--- config.mk ---
export PLATFORM = sky130hd
export DESIGN_NAME = wt8_share_arb
export DESIGN_NICKNAME = d
export VERILOG_FILES = /design/src/rtl/wt8_share_arb.sv
export SDC_FILE = /design/constraint.sdc
export NUM_CORES = 1
export LEC_CHECK = 0
export ABC_AREA = 1
export CAP_MARGIN = 20
export CORE_ASPECT_RATIO = 1.2
export CORE_MARGIN = 1
export CORE_UTILIZATION = 24
export DETAILED_ROUTE_END_ITERATION = 10
export DONT_BUFFER_PORTS = 1
export PLACE_DENSITY = 0.47
export SYNTH_ARGS = -nofsm -noshare
export SYNTH_HDL_FRONTEND = slang
export SYNTH_SLANG_ARGS = --single-unit
--- constraint.sdc ---
create_clock -name clk -period 6 [get_ports clk]
set_clock_uncertainty 0.15 [all_clocks]
set_input_delay 1.2 -clock clk [delete_from_list [all_inputs] [get_ports clk]]
set_output_delay 1.2 -clock clk [all_outputs]
set_load 0.01 [all_outputs]
--- src/rtl/wt8_share_arb.sv ---
// Round-robin arbiter sharing one WT_8b multiplier among 4 requesters, with a
// 1-deep registered response. Define WT8_ARB_FIXED_PRIO_EN for fixed priority.
module wt8_share_arb #(
  parameter int unsigned NREQ = 4,
  parameter int unsigned W    = 8
) (
  input  logic                clk,
  input  logic                rst,
  input  logic [NREQ-1:0]     req_valid,
  input  logic [NREQ*W-1:0]   req_a,
  input  logic [NREQ*W-1:0]   req_b,
  output logic [NREQ-1:0]     req_ready,
  output logic                rsp_valid,
  output logic [1:0]          rsp_id,
  output logic [2*W-1:0]      rsp_prod,
  input  logic                rsp_ready,
  output logic                busy
);

  localparam int unsigned IDW = 2;
  localparam int unsigned PW  = 2 * W;

  logic            r_rsp_valid;
  logic [IDW-1:0]  r_rsp_id;
  logic [PW-1:0]   r_rsp_prod;

  logic            w_can_accept;
  logic            w_gnt_any;
  logic [IDW-1:0]  w_gnt_idx;
  logic            w_accept;
  logic [W-1:0]    w_a;
  logic [W-1:0]    w_b;
  logic [PW-1:0]   w_prod;

  assign w_can_accept = ~r_rsp_valid | rsp_ready;

`ifdef WT8_ARB_FIXED_PRIO_EN
  // Lowest set index wins; scanning downward leaves the lowest as the final pick.
  always_comb begin
    w_gnt_any = 1'b0;
    w_gnt_idx = '0;
    for (int i = int'(NREQ) - 1; i >= 0; i--) begin
      if (req_valid[i]) begin
        w_gnt_any = 1'b1;
        w_gnt_idx = IDW'(i);
      end
    end
  end
`else
  logic [IDW-1:0] r_ptr;
  logic [IDW-1:0] w_idx;

  // Search from ptr+1 (2-bit wrap gives mod 4); nearest offset is assigned last.
  always_comb begin
    w_gnt_any = 1'b0;
    w_gnt_idx = '0;
    w_idx     = '0;
    for (int k = int'(NREQ); k >= 1; k--) begin
      w_idx = r_ptr + IDW'(k);
      if (req_valid[w_idx]) begin
        w_gnt_any = 1'b1;
        w_gnt_idx = w_idx;
      end
    end
  end

  always_ff @(posedge clk) begin
    if (rst) begin
      r_ptr <= IDW'(NREQ - 1);
    end else if (w_accept) begin
      r_ptr <= w_gnt_idx;
    end
  end
`endif

  assign w_accept  = w_gnt_any & w_can_accept & ~rst;
  assign req_ready = w_accept ? (NREQ'(1) << w_gnt_idx) : '0;

  assign w_a = req_a[{w_gnt_idx, 3'b000} +: W];
  assign w_b = req_b[{w_gnt_idx, 3'b000} +: W];

  WT_8b u_mul (
    .a (w_a),
    .b (w_b),
    .p (w_prod)
  );

  // Response register: load on accept, clear valid on drain, data holds otherwise.
  always_ff @(posedge clk) begin
    if (rst) begin
      r_rsp_valid <= 1'b0;
      r_rsp_id    <= '0;
      r_rsp_prod  <= '0;
    end else if (w_accept) begin
      r_rsp_valid <= 1'b1;
      r_rsp_id    <= w_gnt_idx;
      r_rsp_prod  <= w_prod;
    end else if (rsp_ready) begin
      r_rsp_valid <= 1'b0;
    end
  end

  assign rsp_valid = r_rsp_valid;
  assign rsp_id    = r_rsp_id;
  assign rsp_prod  = r_rsp_prod;
  assign busy      = (r_rsp_valid & ~rst) | (|req_valid);

endmodule

// 8x8 unsigned Wallace-tree multiplier: partial products reduced by 3:2 CSA
// layers down to two rows, then one carry-propagate add.
module WT_8b (
  input  logic [7:0]  a,
  input  logic [7:0]  b,
  output logic [15:0] p
);

  function automatic logic [15:0] csa_s(input logic [15:0] x, input logic [15:0] y,
                                        input logic [15:0] z);
    return x ^ y ^ z;
  endfunction

  function automatic logic [15:0] csa_c(input logic [15:0] x, input logic [15:0] y,
                                        input logic [15:0] z);
    return ((x & y) | (x & z) | (y & z)) << 1;
  endfunction

  logic [15:0] w_pp [8];
  logic [15:0] w_s0, w_c0, w_s1, w_c1, w_s2, w_c2, w_s3, w_c3;
  logic [15:0] w_s4, w_c4, w_s5, w_c5;

  always_comb begin
    for (int i = 0; i < 8; i++) begin
      w_pp[i] = 16'({8{b[i]}} & a) << i;
    end
  end

  // 8 -> 6 -> 4 -> 3 -> 2 rows
  assign w_s0 = csa_s(w_pp[0], w_pp[1], w_pp[2]);
  assign w_c0 = csa_c(w_pp[0], w_pp[1], w_pp[2]);
  assign w_s1 = csa_s(w_pp[3], w_pp[4], w_pp[5]);
  assign w_c1 = csa_c(w_pp[3], w_pp[4], w_pp[5]);
  assign w_s2 = csa_s(w_s0, w_c0, w_s1);
  assign w_c2 = csa_c(w_s0, w_c0, w_s1);
  assign w_s3 = csa_s(w_c1, w_pp[6], w_pp[7]);
  assign w_c3 = csa_c(w_c1, w_pp[6], w_pp[7]);
  assign w_s4 = csa_s(w_s2, w_c2, w_s3);
  assign w_c4 = csa_c(w_s2, w_c2, w_s3);
  assign w_s5 = csa_s(w_s4, w_c4, w_c3);
  assign w_c5 = csa_c(w_s4, w_c4, w_c3);

  assign p = w_s5 + w_c5;

endmodule

---- Word-level counts from Yosys, hierarchy flattened ----
Cells that the tools add are included.
word-level totals
  bits of input ports ..................... 71
  word-level logic and storage cells ...... 93
  flip-flop bits (word level) ............. 21
  output and inout port bits .............. 24
cells by class
  $lt $le $gt $ge ......................... 4
  shift-type cells ........................ 3
  bitwise operators ....................... 57
  mux-type cells .......................... 19
  reductions and logical operators ........ 2
  add/sub/neg operators ................... 4
operator list
  cell                 count
  $and 15x15->15       18
  $or 15x15->15        12
  $xor 16x16->16       8
  $and 8x8->8          8
  $shiftx 32x6->8      2
  $add 16x16->16       1
  $xor 16x10->16       1
  $xor 16x13->16       1
  $xor 16x14->16       1
  $xor 16x15->16       1
  $lt 2x3->1 const B   4
  $mux 1               10
  $bmux 1 s2           4
  $mux 2               4
  $add 2x2->2 const B  2
  $mux 4               1
  $reduce_or 4->1      1
  $shl 1x2->4 const A  1
  $and 1x1->1          3
  $add 2x1->2 const B  1
  $not 1->1            2
  $or 1x1->1           2
  $reduce_bool 2->1    1

---- Depth between registers and ports, before layout ----
Gate-level depths: netlist of the first run.
  depth after elaboration ................. 21
  gate-level depth with buffers ........... 37
  depth with buffers taken out ............ 35

---- Cells and area by module ----
Synthesis of the first run repeated with hierarchy kept, for this count alone.
second synthesis, totals
  cell total of the unflattened synthesis .. 623
  area, all modules ....................... 3834.9 um2
modules (own cells, without submodules)
  module         sequential area each (um2)  times used  cells each  area an instance (um2)
  WT_8b          0.0                         1           310         2075.7
  wt8_share_arb  420.4                       1           313         1759.2

---- Least setup slack after synthesis of the first run ----
No wires, ideal clock.
  path kind ............................... input -> register
  start point ............................. input req_valid[3]
  end point ............................... register r_rsp_prod[12], in the netlist rsp_prod[12]
  arrival time ............................ 5.803 ns
  path slack .............................. -0.027 ns
  library setup time ...................... 0.074 ns
  buffers on the path ..................... 1
  data required time ...................... 5.776 ns
  cell stages on the path ................. 33
  path through ............................ inv_1 -> nand2_1 -> nand3_1 -> nand2_1 -> inv_1 -> nand2_4 -> nand2_4 -> nand2_8 -> nand2_8 -> inv_6 -> nand2_4 -> buf_6 -> or2_4 -> nand3b_2 -> nor2_1 -> fa_1 -> inv_1 -> fa_1 -> fa_1 -> fa_1 -> inv_1 -> ha_1 -> nand2_1 -> nand2_1 -> nand2_1 -> nand2_1 -> a21oi_1 -> nor2_1 -> inv_1 -> nand2_1 -> o21ai_0 -> or2_2 -> a31oi_1
between the ends
  longest elaborated chain between the ends .. 21
  elaborated cells on any way between the ends .. 71
  classes of those cells .................. add/sub (1); shift (2); mux (16); bitwise (52)
RTL lines
  what                                       RTL line  RTL
  start, declared                            9         input logic [NREQ-1:0] req_valid,
  $bmux 1 s2                                 60        if (req_valid[w_idx]) begin
  $mux 1 (implied by the code)               60
  $mux 2 (4 in series)                       60
  $shiftx 32x6->8, on equally long branches  80, 79
  $and 8x8->8                                134       w_pp[i] = 16'({8{b[i]}} & a) << i;
  $and 15x15->15                             125       return ((x & y) | (x & z) | (y & z)) << 1;
  $or 15x15->15 (2 in series)                125
  $and 15x15->15                             125
  $or 15x15->15 (2 in series)                125
  $and 15x15->15                             125
  $or 15x15->15 (2 in series)                125
  $and 15x15->15                             125
  $or 15x15->15 (2 in series)                125
  $add 16x16->16                             152       assign p = w_s5 + w_c5;
  end signal, assigned                       97        r_rsp_prod <= w_prod;
  end, declared                              25        logic [PW-1:0] r_rsp_prod;
Parallel ways exist; a longest one is shown, timed or not. The select of a mux whose other input is x is not followed.
A chain may end at the register's enable or synchronous reset.

---- Worst setup path after layout of the first run ----
  start point ............................. input req_valid[2]
  end point ............................... register r_rsp_prod[12], in the netlist rsp_prod[12]
The elaborated chain is that of the path after synthesis.

==> results of run 1 <==
[cell type report]
class / instances / area (sq um)
sequential: 21 / 420
timing repair buffer: 83 / 651
inverter: 70 / 280
clock buffer: 4 / 78.8
multi-input combinational: 402 / 3140
fill: 1536 / 9770
tap: 200 / 250
[logic make-up (layout without fill, tap and decap cells)]
group,after synthesis,after routing,share of synthesized area [%]
AO/OA/AOI/OAI,43,43,7.04
XOR/XNOR,5,5,1.20
adder cells (fa/ha/maj),64,64,30.0
buffers and inverters,79,157,9.58
flip-flops,21,21,11.5
AND/OR/NAND/NOR,289,290,40.6
[cells in the final DEF (no fill, tap or decap), types with 6 or more instances in the layout]
cell / count
inv_2: 6
nor2_2: 19
ha_1: 21
buf_4: 79
nand2_2: 22
nand2_1: 88
o21ai_0: 15
nand3_1: 13
a21oi_1: 9
fa_1: 32
nor2_4: 14
nand2_4: 6
inv_1: 60
fa_2: 7
dfxtp_1: 21
nand2_8: 6
nor2_1: 93
[layer usage]
| metal | GRT usage [%] | vias up |
|---|---|---|
| met5 | 0 | - |
| met1 | 13.5 | 1620 |
| met3 | 1.73 | 10 |
| met4 | 2.09 | 0 |
| li1 | - | 1704 |
| met2 | 27.2 | 58 |
[timing repair]
item / CTS / global route
setup buffers: 13 / 7
cloned: 0 / 1
resized for setup: 20 / 47
setup endpoints to repair: 2 / 9
pin swaps: 14 / 34
[metrics by stage]
step           utilization, %  setup slack (ps)  hold slack, ps  std cells
3_5_place_dp             29.6              -334             361        755
3_3_place_gp             29.6              -291             359        755
5_1_grt                  33.0              -209             383        780
2_1_floorplan               -              2.79             334        501
6_report                 33.0              81.7             362        780
4_1_cts                  31.4            0.0964             369        772
[final timing paths]
path | end | depth (start not counted)
setup / recovery | rsp_prod[12]$_SDFFE_PP0P_ | 31
hold / removal | rsp_id[0]$_SDFFE_PP0P_ | 2
setup reg to reg | rsp_prod[12]$_SDFFE_PP0P_ | 31
hold reg to reg | rsp_id[0]$_SDFFE_PP0P_ | 2
[registers in the layout (all words and copies together) (netlist names)]
signal and count:
r_ptr 2, rsp_id 2, rsp_valid 1, rsp_prod 16
[critical path, delay by kind of cell]
kind            cells  cell delay, ps
buf+inv             5             440
simple gates       16            1420
fa+ha+maj           5            2370
compound gates      5             510
==> flow_metrics.env, run 1 <==
export IMPL_delay_of_the_slowest_cell_on_the_worst_path_ps=570
export IMPL_worstSetupStartpoint="req_valid[2]"
export IMPL_reg2reg_setup_slack_ps=340
export IMPL_post_route_period_util_pct=98.6
export IMPL_yosys_top_cells_area="fa_1 21%, dfxtp_1 12%, nor2_1 11%"
export IMPL_starting_utilization_of_the_core_area_pct=25.0
export IMPL_gr_usage_all_layers_pct=13.0
export IMPL_flow_area_growth_from_synthesis_pct=32.3
export IMPL_synth_top_cell_by_area="fa_1"
export IMPL_placedInstanceArea_sq_um=4320
export IMPL_fin_tns_setup_ps=0
export IMPL_fp_row_count=48
export IMPL_critical_path_slowest_cell="fa_2"
export IMPL_outcome="completed"
export IMPL_avgViaCountPerCell=4.35
export IMPL_max_freq_mhz=169
export IMPL_met3WireLength_microns=312
export IMPL_netlist_area_leader_share_pct=21.4
export IMPL_grt_overflow_total=0
export IMPL_critical_path_max_fanout=7
export IMPL_mappedNetlistNets=636
export IMPL_drc=0
export IMPL_dp_final_hpwl_mm=8.73
export IMPL_hold_crit_class="reg -> reg"
export IMPL_synthFlopType="dfxtp_1"
export IMPL_route_vias_total=3392
export IMPL_ant_nets=0
export IMPL_ys_seq_elements=21
export IMPL_grt_start_max_net_pins=25
export IMPL_io_pin_count=95
export IMPL_drv_slew=0
export IMPL_worstMarginPinSlew_ps=551
export IMPL_start_kind="input pin"
export IMPL_syn_inst=501
export IMPL_synth_edf_count=0
export IMPL_timing_final_hold_violations=0
export IMPL_drt_initial_drc_count=126
export IMPL_period_needed_ps=5920
export IMPL_criticalPathCategory="in -> reg"
export IMPL_slew_hr_pct=62.9
export IMPL_post_synth_instance_area_sq_um=3640
export IMPL_synthTopCellsByCount="106 x nor2_1, 97 x nand2_1, 62 x inv_1, 39 x fa_1, 25 x ha_1"
export IMPL_rsz0062_at_grt="yes"
export IMPL_crit_arrival_ps=5950
export IMPL_top_signal_layer_used="met4"
export IMPL_cts_max_level=1
export IMPL_routed_wire_length_per_instance_microns=13.4
export IMPL_cts_made_buffers=3
export IMPL_place_port_buffers=0
export IMPL_synth_async_sr_flop_share_pct=0
export IMPL_final_design_area_no_fill_sq_um=4820
export IMPL_antenna_found_initial=0
export IMPL_cts_root_buffer="clkbuf_16"
export IMPL_endpoint_kind="flop"
export IMPL_synthesis_area_per_instance_sq_um=7.27
export IMPL_max_cap_viol_count=0
export IMPL_clk_latency_ps=250
export IMPL_m1WireLength_mm=3.90
export IMPL_synth_most_common_cell="nor2_1"
export IMPL_yosysUniqueCellTypes=42
export IMPL_worstReg2RegStart="r_ptr[0]$_SDFFE_PP1P_"
export IMPL_drive_gt1_share_pct=35.3
export IMPL_share_of_the_yosys_chip_area_belonging_to_registers_pct=11.5
export IMPL_setup_violations=0
export IMPL_floorplan_die_width_microns=114
export IMPL_tritoncts_clock_tree="built"
export IMPL_first_global_vias=3608
export IMPL_yosys_warnings=0
export IMPL_met2RoutedLength_mm=6.17
export IMPL_timing_hold_worst_start="rsp_id[0]$_SDFFE_PP0P_"
export IMPL_cts_hold_buffers=0
export IMPL_wirelength_mm=10.5
export IMPL_core_sq_um=14600
export IMPL_cell_seen_most_often_among_critical_path_stages="nand2_1"
export IMPL_numClockSinks=21
export IMPL_drt_first_pass_iters=4
export IMPL_global_route_wire_length_before_repair_mm=16.2
export IMPL_cts_reportedPaths_clkPinSlew_ps=50
export IMPL_clk_path_buf_depth=2
export IMPL_floorplan_die_area_sq_um=15700
export IMPL_die_h_microns=137
export IMPL_antenna_cells_inserted=0
export IMPL_nets=716
export IMPL_cp_required_ps=6030
export IMPL_routability_cong=0.804
Power of run 1 is left out: the tool's default activity adds up to more than one toggle a clock period on the data nets, which glitch-free logic cannot reach.
==> inputs of run 2 (changes only) <==
CTS_CLUSTER_SIZE = 10   (was default)
==> results of run 2 <==
Final layout, timing and power as in run 1 (identical DEF).
Power of run 2 is left out for the same reason.
==> inputs of run 3 (changes only) <==
GPL_TIMING_DRIVEN = 0   (was default)
==> run 3 against run 2 <==
Against the previous run: flip-flop and latch count did not move; core utilization shrank 0.27 points; count of clock-buffer cells in the layout shrank 1; sequential share of layout area grew 0.071 points; final area is 0.80% lower; first-iteration DRC count shrank 3.2%; final cell count is 5.0% lower.
==> flow_metrics.env, run 3 (same netlist as run 1, synthesis figures left out) <==
export IMPL_global_route_wire_length_before_repair_mm=16.4
export IMPL_outcome="completed"
export IMPL_clk_latency_ps=250
export IMPL_crit_reg2reg_capture="rsp_prod[12]$_SDFFE_PP0P_"
export IMPL_numClockSinks=21
export IMPL_period_needed_ps=5850
export IMPL_slew_hr_pct=36.3
export IMPL_drv_slew=0
export IMPL_grt_start_max_net_pins=13
export IMPL_timing_hold_worst_start="rsp_id[0]$_SDFFE_PP0P_"
export IMPL_cts_reportedPaths_clkPinSlew_ps=60
export IMPL_delay_of_the_slowest_cell_on_the_worst_path_ps=530
export IMPL_worstReg2RegStart="r_ptr[0]$_SDFFE_PP1P_"
export IMPL_rsz0062_at_grt="yes"
export IMPL_antenna_found_initial=0
export IMPL_tritoncts_clock_tree="built"
export IMPL_critical_path_max_fanout=6
export IMPL_routability_cong=0.830
export IMPL_hold_crit_class="reg -> reg"
export IMPL_cp_required_ps=5990
export IMPL_ant_nets=0
export IMPL_drt_first_pass_iters=4
export IMPL_worst_r2r_path_depth=34
export IMPL_endpoint_kind="flop"
export IMPL_reg2reg_setup_slack_ps=500
export IMPL_nets=677
export IMPL_core_sq_um=14600
export IMPL_critical_path_slowest_cell="fa_1"
export IMPL_final_util_pct=32.8
export IMPL_clk_path_buf_depth=2
export IMPL_fin_tns_setup_ps=0
export IMPL_flow_area_growth_from_synthesis_pct=31.3
export IMPL_timing_final_hold_violations=0
export IMPL_place_port_buffers=0
export IMPL_total_area_of_sequential_cells_sq_um=420
export IMPL_die_h_microns=137
export IMPL_route_vias_total=3325
export IMPL_cts_hold_buffers=0
export IMPL_hold_path_endpoint="rsp_id[0]$_SDFFE_PP0P_"
export IMPL_avgViaCountPerCell=4.49
export IMPL_cts_max_level=1
export IMPL_grt_overflow_total=0
export IMPL_fp_row_count=48
export IMPL_cts_made_buffers=3
export IMPL_dp_final_hpwl_mm=8.48
export IMPL_fin_ws_ps=145
export IMPL_wirelength_mm=10.6
export IMPL_antenna_cells_inserted=0
export IMPL_io_pin_count=95
export IMPL_first_global_vias=3324
export IMPL_drive_gt1_share_pct=36.4
export IMPL_starting_utilization_of_the_core_area_pct=25.0
export IMPL_floorplan_die_width_microns=114
export IMPL_drc=0
export IMPL_crit_arrival_ps=5850
export IMPL_worstMarginPinSlew_ps=948
export IMPL_max_cap_viol_count=0
export IMPL_final_fill_count=1539
export IMPL_layout_commonest_cell="nand2_1"
export IMPL_post_route_period_util_pct=97.6
export IMPL_whs_path_depth=2
export IMPL_drt_initial_drc_count=122
export IMPL_routed_wire_length_per_instance_microns=14.3
export IMPL_multi_input_comb_area_sq_um=3300
export IMPL_criticalPathCategory="in -> reg"
export IMPL_layout_cells_most_common_list="78 x nand2_1, 76 x nor2_1, 53 x inv_1, 31 x fa_1, 30 x buf_4"
export IMPL_setup_violations=0
export IMPL_max_freq_mhz=171
export IMPL_preCtsSetupSlack_ps=-481
export IMPL_largest_register_ffs=16
export IMPL_floorplan_die_area_sq_um=15700
export IMPL_gr_usage_all_layers_pct=13.2
export IMPL_cts_root_buffer="clkbuf_16"
export IMPL_start_kind="input pin"
==> run 3: changes by cell type in the layout (fill, tap and decap cells not counted), moves of 3 or more <==
cell	delta
buf_4	-49
buf_8	+3
clkbuf_1	+3
inv_1	-7
inv_2	+6
nand2_1	-10
nand2_4	+8
nand3b_2	-3
nand3b_4	+3
nor2_1	-17
nor2_2	+9
nor2_4	+8
==> run 3: timing repair <==
| action | 4_1_cts | 5_1_grt |
|---|---|---|
| setup endpoints to repair | 5 | 7 |
| gates cloned | 2 | 1 |
| pin swaps | 31 | 53 |
| resized for setup | 43 | 84 |
| hold endpoints to repair | 0 | 0 |
| setup buffers | 22 | 11 |
==> run 3: worst max-delay path: cells and delay by family <==
family | cells | cell delay (ps)
simple gates | 15 | 1340
buf+inv | 8 | 560
compound gates | 4 | 430
fa+ha+maj | 5 | 2310
==> run 3: how the worst max path moves through the flow <==
stage	from	endpoint	slack, ps	depth (start not counted)
2_1_floorplan	req_valid[3]	rsp_prod[12]$_SDFFE_PP0P_	3	33
3_3_place_gp	req_valid[3]	rsp_prod[12]$_SDFFE_PP0P_	-450	33
3_5_place_dp	req_valid[3]	rsp_prod[12]$_SDFFE_PP0P_	-480	33
4_1_cts	req_valid[2]	rsp_prod[12]$_SDFFE_PP0P_	-20	30
5_1_grt	req_valid[3]	rsp_prod[12]$_SDFFE_PP0P_	-60	33
6_report	req_valid[3]	rsp_prod[13]$_SDFFE_PP0P_	150	32
==> run 3: layout make-up <==
class | instances | area share, %
timing repair buffer | 36 | 7.46
tap | 200 | 5.23
buffer | 9 | 1.81
multi-input combinational | 401 | 69.0
clock inverter | 1 | 0.105
sequential | 21 | 8.79
inverter | 70 | 6.02
clock buffer | 3 | 1.57
==> run 3: metal layers <==
metal	vias up	global-route usage, %	part of all wire [%]
met5	-	0	0
li1	1627	-	-
met3	10	1.73	2.7
met1	1628	14.8	38
met4	0	2.02	0.91
met2	60	26.5	58
==> run 3: through the flow <==
| step | hold slack [ps] | instances | instance area [sq um] |
|---|---|---|---|
| 2_1_floorplan | 334 | 501 | 3670 |
| 3_3_place_gp | 359 | 701 | 3920 |
| 3_5_place_dp | 360 | 701 | 3920 |
| 4_1_cts | 369 | 729 | 4380 |
| 5_1_grt | 383 | 741 | 4780 |
| 6_report | 359 | 741 | 4780 |
Power of run 3 is left out for the same reason.
